[config.mk]
export PLATFORM = sky130hd
export DESIGN_NAME = gyro_bias_calibrator
export DESIGN_NICKNAME = d
export VERILOG_FILES = /design/src/rtl/gyro_bias_calibrator.sv
export SDC_FILE = /design/constraint.sdc
export NUM_CORES = 1
export LEC_CHECK = 0
export ABC_CLOCK_PERIOD_IN_PS = 5050
export CORE_MARGIN = 8
export CORE_UTILIZATION = 62
export DETAILED_ROUTE_END_ITERATION = 16
export PLACE_DENSITY = 0.86
export SETUP_SLACK_MARGIN = 0.02
export SLEW_MARGIN = 20
export SYNTH_ARGS = -nofsm -noshare
export SYNTH_HDL_FRONTEND = slang
export SYNTH_SLANG_ARGS = --single-unit
[constraint.sdc]
create_clock -name clk_in -period 5.05 [get_ports clk_in]
set_input_delay 1.01 -clock clk_in [delete_from_list [all_inputs] [get_ports clk_in]]
set_output_delay 1.01 -clock clk_in [all_outputs]
set_load 0.05 [all_outputs]
[src/rtl/gyro_bias_calibrator.sv]
// gyro_bias_calibrator: sequences zero-rate bias calibration of a 3-axis gyro
// stream (settle, average 2^LOG_SAMPLES samples, latch) and applies the
// resulting per-axis bias to every sample with saturation.
module gyro_bias_calibrator #(
    parameter int WIDTH          = 16,
    parameter int LOG_SAMPLES    = 10,
    parameter int SETTLE_SAMPLES = 16
) (
    input  logic                    clk_in,
    input  logic                    rst_in,
    input  logic                    cal_start_in,
    input  logic                    sample_valid_in,
    input  logic signed [WIDTH-1:0] gx_in,
    input  logic signed [WIDTH-1:0] gy_in,
    input  logic signed [WIDTH-1:0] gz_in,
    output logic signed [WIDTH-1:0] gx_out,
    output logic signed [WIDTH-1:0] gy_out,
    output logic signed [WIDTH-1:0] gz_out,
    output logic                    valid_out,
    output logic signed [WIDTH-1:0] bias_x_out,
    output logic signed [WIDTH-1:0] bias_y_out,
    output logic signed [WIDTH-1:0] bias_z_out,
    output logic                    busy_out,
    output logic                    calibrated_out,
    output logic                    done_out
);

    // Accumulators are wide enough to hold 2^LOG_SAMPLES full-scale samples.
    localparam int ACC_W    = WIDTH + LOG_SAMPLES;
    localparam int SETTLE_W = (SETTLE_SAMPLES > 1) ? $clog2(SETTLE_SAMPLES) : 1;
    localparam int CNT_W    = (LOG_SAMPLES > SETTLE_W) ? LOG_SAMPLES : SETTLE_W;

    // Counter values seen while the final settle / accumulate sample arrives.
    localparam logic [CNT_W-1:0] SETTLE_LAST =
        CNT_W'((SETTLE_SAMPLES > 0) ? SETTLE_SAMPLES - 1 : 0);
    localparam logic [CNT_W-1:0] ACCUM_LAST  = CNT_W'((1 << LOG_SAMPLES) - 1);

    typedef enum logic [2:0] {
        ST_IDLE,
        ST_SETTLE,
        ST_ACCUM,
        ST_LATCH,
        ST_CAL
    } state_t;

    // A zero-length settle window skips straight to averaging.
    localparam state_t START_STATE = (SETTLE_SAMPLES == 0) ? ST_ACCUM : ST_SETTLE;

    state_t                   state;
    state_t                   next_state;
    logic [CNT_W-1:0]         cnt;
    logic signed [ACC_W-1:0]  acc_x;
    logic signed [ACC_W-1:0]  acc_y;
    logic signed [ACC_W-1:0]  acc_z;
    logic                     settle_last;
    logic                     accum_last;
    logic                     busy_d;
    logic                     cal_d;
    logic                     done_d;

    assign settle_last = (cnt == SETTLE_LAST);
    assign accum_last  = (cnt == ACCUM_LAST);

    // Subtract at WIDTH+1 bits and clamp to the signed WIDTH-bit range.
    function automatic logic signed [WIDTH-1:0] sat_sub(
        input logic signed [WIDTH-1:0] a,
        input logic signed [WIDTH-1:0] b
    );
        logic signed [WIDTH:0] d;
        d = (WIDTH+1)'(a) - (WIDTH+1)'(b);
        if (d[WIDTH] != d[WIDTH-1]) begin
            return d[WIDTH] ? {1'b1, {(WIDTH-1){1'b0}}} : {1'b0, {(WIDTH-1){1'b1}}};
        end
        return d[WIDTH-1:0];
    endfunction

    // State register plus registered state-decode outputs.
    always_ff @(posedge clk_in) begin
        // NOTE: sequential state uses non-blocking assignments so every
        // register samples its inputs from the same pre-edge values.
        if (rst_in) begin
            state          <= ST_IDLE;
            busy_out       <= 1'b0;
            calibrated_out <= 1'b0;
            done_out       <= 1'b0;
        end else begin
            state          <= next_state;
            busy_out       <= busy_d;
            calibrated_out <= cal_d;
            done_out       <= done_d;
        end
    end

    // Next-state logic; a start request overrides everything else.
    always_comb begin
        // NOTE: default first so every path assigns next_state and no latch
        // is inferred.
        next_state = state;
        if (cal_start_in) begin
            next_state = START_STATE;
        end else begin
            unique case (state)
                ST_IDLE:   next_state = ST_IDLE;
                ST_SETTLE: if (sample_valid_in && settle_last) next_state = ST_ACCUM;
                ST_ACCUM:  if (sample_valid_in && accum_last)  next_state = ST_LATCH;
                ST_LATCH:  next_state = ST_CAL;
                ST_CAL:    next_state = ST_CAL;
                default:   next_state = ST_IDLE;
            endcase
        end
    end

    // Output decode from the upcoming state, registered alongside the state.
    always_comb begin
        busy_d = next_state inside {ST_SETTLE, ST_ACCUM, ST_LATCH};
        cal_d  = (next_state == ST_CAL);
        done_d = (state == ST_LATCH) && (next_state == ST_CAL);
    end

    // Sample counter and per-axis accumulators; cleared on every start.
    always_ff @(posedge clk_in) begin
        if (rst_in) begin
            cnt   <= '0;
            acc_x <= '0;
            acc_y <= '0;
            acc_z <= '0;
        end else if (cal_start_in) begin
            cnt   <= '0;
            acc_x <= '0;
            acc_y <= '0;
            acc_z <= '0;
        end else if (sample_valid_in) begin
            if (state == ST_SETTLE) begin
                // Wrap to zero so ACCUM starts counting from a clean counter.
                cnt <= settle_last ? '0 : cnt + CNT_W'(1);
            end else if (state == ST_ACCUM) begin
                cnt   <= cnt + CNT_W'(1);
                acc_x <= acc_x + ACC_W'(gx_in);
                acc_y <= acc_y + ACC_W'(gy_in);
                acc_z <= acc_z + ACC_W'(gz_in);
            end
        end
    end

    // Bias registers: floor average taken in LATCH unless a restart arrives.
    always_ff @(posedge clk_in) begin
        if (rst_in) begin
            bias_x_out <= '0;
            bias_y_out <= '0;
            bias_z_out <= '0;
        end else if (state == ST_LATCH && !cal_start_in) begin
            bias_x_out <= WIDTH'(acc_x >>> LOG_SAMPLES);
            bias_y_out <= WIDTH'(acc_y >>> LOG_SAMPLES);
            bias_z_out <= WIDTH'(acc_z >>> LOG_SAMPLES);
        end
    end

    // Corrected output stage; data holds between strobes.
    always_ff @(posedge clk_in) begin
        if (rst_in) begin
            valid_out <= 1'b0;
            gx_out    <= '0;
            gy_out    <= '0;
            gz_out    <= '0;
        end else begin
            valid_out <= sample_valid_in;
            if (sample_valid_in) begin
                gx_out <= sat_sub(gx_in, bias_x_out);
                gy_out <= sat_sub(gy_in, bias_y_out);
                gz_out <= sat_sub(gz_in, bias_z_out);
            end
        end
    end

endmodule

==> out/metrics.yaml, run 1 <==
syn_area_per_cell_sq_um: 7.75
syn2layout_area_growth_pct: 17.0
fin_nets: 2010
grt_pass1_vias: 12411
hold_class: "reg -> reg"
ys.flop_type: "dfxtp_1"
place_area_sq_um: 15000
antenna_found_initial: 1
synth_nets: 1902
post-place-ws_ps: 673
grt_use_total_pct: 27.3
dr.pass1.iters: 6
gp_congestion: 0.947
reg2reg_slack_ps: 1700
dieArea_sq_um: 26400
ys_top_cells_by_area: "dfxtp_1 (29%), ha_1 (12%), nand2_1 (7.1%)"
cts.clk_slew.worst_paths_ps: 80
postCtsSetupBuffers: 0
fin_tns_setup_ps: 0
post_cts_resized: 0
worst_setup_path_end_kind: "register"
rsz0062_at_grt: "no"
yosysWarningCount: 0
critPathRequiredTime_ps: 5400
antennaDiodeCount: 0
cp_max_fo: 15
critPathKind: "in -> reg"
drt-initial-drc-count: 913
synth.top_cell.area_share_pct: 28.7
drv_slew: 0
grt_first_pass_wirelength_microns: 60500
arrival_ps: 4340
synth_edf_count: 0
root_buffer: "clkbuf_16"
num_vias: 12874
hpwl_microns: 27300
finalWorstSetupSlack_ps: 1070
netlist_area_sq_um: 13300
die_h_microns: 163
viasPerCell: 6.08
yosys.area.top_type: "dfxtp_1"
p_leak_nw: 5.95
synthDistinctLibCells: 70
ir_drop_uv: 210
maxSlewHeadroom_pct: 23.3
status: "completed"
clk_latency_ps: 440
finalPower_w: 0.00366
cts_made_buffers: 17
portBuffers: 151
drt-wirelength-per-cell_microns: 17.5
worst_clock_skew_ps: 7.54
power_density_nw_per_um2: 235
ys_async_sr_fraction_pct: 0
cts_tree: "done"
drtAntennaViolNets: 0
synth_seq_cells: 191
cap_viol_max_count: 0
drive_gt1_share_pct: 4.18
wl_microns: 37000
cts.htree.levels: 4
worstMarginPinSlew_ps: 1150
grt_max_degree: 98
ios: 152
clockBufferDepth: 2
setup.worst_path.start_class: "input pin"
mostFrequentLayoutCell: "nand2_1"
final.min_clock_period_ps: 3980
fmax_ghz: 0.251
fin_crit_sh_pct: 78.9
start_util_pct: 63.2
fp.coreArea_sq_um: 21100
drc_errors: 0
fp.dieW_microns: 163
final-setup-viol-count: 0
hold_viol: 0
mostFrequentLayoutCells: "nand2_1 (252), dfxtp_1 (191), a21oi_1 (185)"
finish.instance_area_sq_um: 15600
hold_buffers: 0
synth_seq_area_share_pct: 28.7
rows: 53
syn_inst: 1720
numClockSinks: 191
overflow: 0
holdWs_ps: 459
-- cell usage after synthesis, types with 4 or more instances --
cell type	instances
maj3_2	8
o211ai_1	23
nand2b_1	17
maj3_1	37
or2_2	7
xnor2_1	49
nor3_1	39
a211oi_1	67
a41oi_1	6
fa_1	6
xor2_1	43
o21a_1	17
buf_2	6
nand4_1	14
a21o_1	43
nor4_1	10
mux2i_1	7
ha_1	124
nor3b_1	5
nor2b_1	10
a21oi_1	185
and3_1	13
o21ai_0	65
or4_1	4
clkbuf_1	55
nor2_1	147
o21bai_1	19
o21ai_1	6
dfxtp_1	191
nand3b_1	6
nand2_1	252
or3_1	13
a211o_1	7
a31oi_1	12
a2111oi_0	4
inv_1	82
buf_1	10
nand3_1	53
-- report_power, final --
part / leakage (nW) / switching (W) / internal (W)
Combinational: 4.11 / 0.000448 / 0.000280
Sequential: 1.55 / 0.0000196 / 0.00154
Clock: 0.288 / 0.000663 / 0.000708
Total: 5.95 / 0.00113 / 0.00253
-- flip-flops by register name, indices dropped and copies added (netlist names) --
register	flops
valid_out	1
bias_x_out	16
gx_out	16
acc_x	26
acc_z	26
acc_y	26
bias_y_out	16
cnt	10
bias_z_out	16
state	3
gz_out	16
done_out	1
calibrated_out	1
gy_out	16
busy_out	1
-- routing by layer --
layer / GRT usage (%) / up-vias / routed length, microns
li1: - / 6388 / -
met5: 0 / - / 13
met1: 34.5 / 6009 / 16300
met4: 9.17 / 2 / 670
met3: 4.63 / 64 / 2510
met2: 46.4 / 411 / 17500
-- cell type report --
cell class | count | area [sq um]
repair buffers | 163 | 1610
well taps | 275 | 344
multi-input cells | 1373 | 8910
flip-flops and latches | 191 | 3820
fillers | 1658 | 5500
clock buffers | 17 | 425
clock inverters | 15 | 169
inverters | 82 | 308
-- worst paths after layout --
check / start / end / depth (start not counted)
min: acc_y[6] / acc_y[6] / 2
max reg2reg: bias_x_out[2] / gx_out[0] / 10
min reg2reg: acc_y[6] / acc_y[6] / 2
max: gx_in[1] / gx_out[0] / 10
-- cells by family (layout without fill, tap and decap cells) --
group / count (synthesis) / after routing / synth area share (%)
simple gates: 601 / 601 / 20.2
flops: 191 / 191 / 28.7
compound gates: 497 / 497 / 23.9
xor+xnor: 92 / 92 / 6.05
mux: 8 / 8 / 0.610
buf+inv: 156 / 277 / 4.59
fa+ha+maj: 175 / 175 / 16.0
-- stage by stage --
step           cells  util (%)
2_1_floorplan   1720         -
3_3_place_gp    2084      71.1
3_5_place_dp    2084      71.1
4_1_cts         2116      73.9
5_1_grt         2116      73.9
6_report        2116      73.9
-- worst max-delay path, stage by stage --
cell             delay (ps)
clkdlybuf4s50_1         610
ha_1                    280
nand2b_1                110
a21oi_1                 120
o41ai_2                 380
o21a_1                  250
nand4b_1                120
nand4_1                 590
maj3_1                  610
a211oi_1                240
No activity file was read; power rests on OpenSTA's default activity.
==> run 2: changes to the inputs <==
ABC_CLOCK_PERIOD_IN_PS = 3400   (was 5050)
CORE_UTILIZATION = 52   (was 62)
PLACE_DENSITY = 0.77   (was 0.86)
clock period = 3.4 ns   (was 5.05 ns; I/O delays follow)
==> out/metrics.yaml, run 2 (synthesis gave the netlist of run 1 again) <==
overflow: 0
cts_tree: "done"
antenna_found_initial: 0
finalWorstSetupSlack_ps: 240
drive_gt1_share_pct: 10.0
hold_buffers: 0
fp.dieW_microns: 176
grt_first_pass_wirelength_microns: 61000
root_buffer: "clkbuf_16"
wl_met2_microns: 18100
dr.pass1.iters: 5
fmax_ghz: 0.316
post_cts_resized: 0
worst_setup_path_end_kind: "register"
fin_tns_setup_ps: 0
route.met3.wl_microns: 1650
postCtsSetupBuffers: 0
fp.coreArea_sq_um: 25200
cts_made_buffers: 17
mostFrequentLayoutCells: "nand2_1 (252), dfxtp_1 (191), a21oi_1 (185)"
start_util_pct: 52.9
portBuffers: 151
mostFrequentLayoutCell: "nand2_1"
drc_errors: 0
antennaDiodeCount: 0
cap_viol_max_count: 0
ios: 152
ir_drop_uv: 263
top_regs: "acc_x x26, acc_y x26, acc_z x26"
nFillCells: 2130
worst_clock_skew_ps: 15.5
num_vias: 13130
post-place-ws_ps: -172
hold_class: "reg -> reg"
hpwl_microns: 28300
routed.top_layer: "met4"
grt_max_degree: 98
drv_slew: 0
drt-wirelength-per-cell_microns: 16.4
critPathKind: "in -> reg"
grt_pass1_vias: 12324
drtAntennaViolNets: 0
fin_util_pct: 65.9
cp_max_fo: 3
wl_microns: 37500
p_leak_nw: 6.55
cts.clk_slew.worst_paths_ps: 70
hold_viol: 0
gp_congestion: 0.904
clk_latency_ps: 440
final.min_clock_period_ps: 3160
status: "completed"
cts.htree.levels: 4
arrival_ps: 3520
wl_met1_microns: 17300
fin_crit_sh_pct: 92.9
rsz0062_at_grt: "no"
final-setup-viol-count: 0
rows: 58
viasPerCell: 5.73
syn2layout_area_growth_pct: 24.6
power_density_nw_per_um2: 334
worstMarginPinSlew_ps: 946
die_h_microns: 176
critPathRequiredTime_ps: 3760
dieArea_sq_um: 31000
numClockSinks: 191
maxSlewHeadroom_pct: 36.9
clockBufferDepth: 2
drt-initial-drc-count: 866
fin_nets: 2129
setup.worst_path.start_class: "input pin"
grt_use_total_pct: 23.4
[run 2: cell types whose count changed in the layout (fill, tap and decap cells not counted), moves of 2 or more]
cell / delta
clkinv_4: +2
buf_4: +117
inv_6: -2
buf_12: +3
[run 2: cell type report]
class	instances	area [sq um]	share of cell area [%]
timing repair buffer	282	2540	15.3
clock buffer	18	429	2.58
clock inverter	14	168	1.01
sequential	191	3820	23.0
tap	330	413	2.49
multi-input combinational	1373	8920	53.7
inverter	82	308	1.85
[run 2: critical path, cell delays in order]
cell	delay (ps)
clkdlybuf4s50_1	430
ha_1	240
fa_1	390
a211oi_1	340
o21ai_0	220
a21oi_1	330
o21bai_1	160
buf_4	150
o21a_1	160
nor2_1	140
nand3_1	90
a31oi_1	170
[run 2: stage by stage]
stage	power [W]	hold slack (ps)	area (sq um)	std cells
2_1_floorplan	0.00311	436	13300	1720
3_5_place_dp	0.00352	448	16000	2258
4_1_cts	0.00556	460	16600	2290
6_report	0.00554	458	16600	2290
3_3_place_gp	0.00350	443	16000	2258
5_1_grt	0.00576	469	16600	2290
[run 2: worst paths after layout]
| path | startpoint | endpoint | slack [ps] | cells past startpoint |
|---|---|---|---|---|
| setup / recovery | gy_in[0] | acc_y[18] | 240 | 12 |
| setup reg to reg | acc_y[0] | acc_y[18] | 630 | 11 |
| hold / removal | acc_y[4] | acc_y[4] | 460 | 2 |
| hold reg to reg | acc_y[4] | acc_y[4] | 460 | 2 |
[run 2: layer usage]
metal / up-vias / track usage (%)
met1: 6164 / 29.9
met5: - / 0
met2: 302 / 41.0
met3: 32 / 2.86
li1: 6632 / -
met4: 0 / 5.86
[run 2: power breakdown]
part / switching [W] / internal [W] / total [W]
Sequential: 0.0000304 / 0.00229 / 0.00232
Combinational: 0.000670 / 0.000486 / 0.00116
Clock: 0.00101 / 0.00106 / 0.00207
==> run 3: changes to the inputs <==
GPL_TIMING_DRIVEN = 0   (was not set)
==> out/metrics.yaml, run 3 (synthesis gave the netlist of run 1 again) <==
status: "completed"
dr.pass1.iters: 5
wl_microns: 41500
grt_first_pass_wirelength_microns: 65000
numClockSinks: 191
power_density_nw_per_um2: 348
start_util_pct: 52.9
syn2layout_area_growth_pct: 20.9
drc_errors: 0
reg2reg_slack_ps: 460
top_regs: "acc_x x26, acc_y x26, acc_z x26"
finalNonFillerCells: 2239
fin_util_pct: 64.0
hold_class: "reg -> reg"
gp_congestion: 0.931
finish.instance_area_sq_um: 16100
maxSlewHeadroom_pct: 41.7
final.min_clock_period_ps: 3300
fp.coreArea_sq_um: 25200
drive_gt1_share_pct: 5.40
grt_max_degree: 19
fmax_ghz: 0.303
root_buffer: "clkbuf_16"
worstMarginPinSlew_ps: 875
cts.htree.levels: 4
grt_pass1_vias: 12338
fin_tns_setup_ps: 0
dp_cells: 2200
cap_viol_max_count: 0
worst_clock_skew_ps: 10.3
cts_tree: "done"
setup.worst_path.start_class: "input pin"
die_h_microns: 176
ir_drop_uv: 338
portBuffers: 150
cts.clk_slew.worst_paths_ps: 80
cp_max_fo: 4
fin_crit_sh_pct: 96.9
critPathKind: "in -> reg"
rsz0062_at_grt: "no"
overflow: 0
num_vias: 13404
dieArea_sq_um: 31000
arrival_ps: 3660
clk_latency_ps: 440
mostFrequentLayoutCells: "nand2_1 (252), dfxtp_1 (191), a21oi_1 (181)"
grt_use_total_pct: 25.7
viasPerCell: 5.99
fp.dieW_microns: 176
drv_slew: 0
drt-wirelength-per-cell_microns: 18.5
ios: 152
antennaDiodeCount: 0
hpwl_microns: 32000
place_area_sq_um: 15200
drt-initial-drc-count: 1179
rows: 58
hold_viol: 0
drtAntennaViolNets: 0
critPathRequiredTime_ps: 3760
antenna_found_initial: 1
clockBufferDepth: 2
fin_nets: 2078
p_leak_nw: 6.13
worst_setup_path_end_kind: "register"
mostFrequentLayoutCell: "nand2_1"
final-setup-viol-count: 0
cts_made_buffers: 17
## run 3: cell count changes in the layout (fill, tap and decap cells not counted), sizes merged
cell / delta
dlymetal6s2s: +5
buf: -106
clkinv: -1
bufinv: +1
clkbuf: +55
inv: -1
clkdlybuf4s50: -4
## run 3: worst paths after layout
check	startpoint	end	cells past startpoint
worst max-delay path	gz_in[6]	acc_z[25]	11
worst min-delay path	acc_y[4]	acc_y[4]	2
worst max register to register	bias_x_out[2]	gx_out[5]	13
worst min register to register	acc_y[4]	acc_y[4]	2
## run 3: critical path: stages
cell and delay (ps):
clkdlybuf4s50_1 490, ha_1 390, a211o_1 330, or3_1 310
o211ai_1 180, buf_4 170, o211ai_1 160, a41oi_1 290
xor2_1 130, or3_1 360, a21oi_1 170
## run 3: repair_timing
item | CTS | global route
setup buffers | 1 | 6
pin swaps | 1 | 14
endpoints found under the setup margin | 37 | 56
gates resized for setup | 8 | 38
hold buffers | 0 | 0
## run 3: layer usage
metal  part of all wire (%)  GRT usage [%]  up-vias
met5                  0.031              0        -
li1                       -              -     6520
met4                    2.3           7.84        2
met1                     45           34.2     6338
met3                    6.7           3.61       80
met2                     46           42.5      464
## run 3: report_power, final
group | leakage [nW] | internal, W | total [W] | switching (W)
clock network | 0.303 | 0.00116 | 0.00215 | 0.000996
logic | 4.27 | 0.000438 | 0.00114 | 0.000704
registers | 1.55 | 0.00229 | 0.00232 | 0.0000284
## run 3: per-stage QoR
stage / hold WS, ps / total power, W / setup WS (ps)
CTS: 462 / 0.00559 / 28.3
global placement: 442 / 0.00345 / -625
global route: 485 / 0.00579 / 21.0
finish: 462 / 0.00561 / 104
detailed placement: 451 / 0.00347 / -689
floorplan: 436 / 0.00311 / 368
## run 3: layout make-up
cell class,instances,area (sq um)
clock inverters,13,170
flip-flops and latches,191,3820
multi-input cells,1373,9060
repair buffers,157,1570
fillers,2229,9070
inverters,82,308
clock buffers,19,453
plain buffers,74,314
well taps,330,413
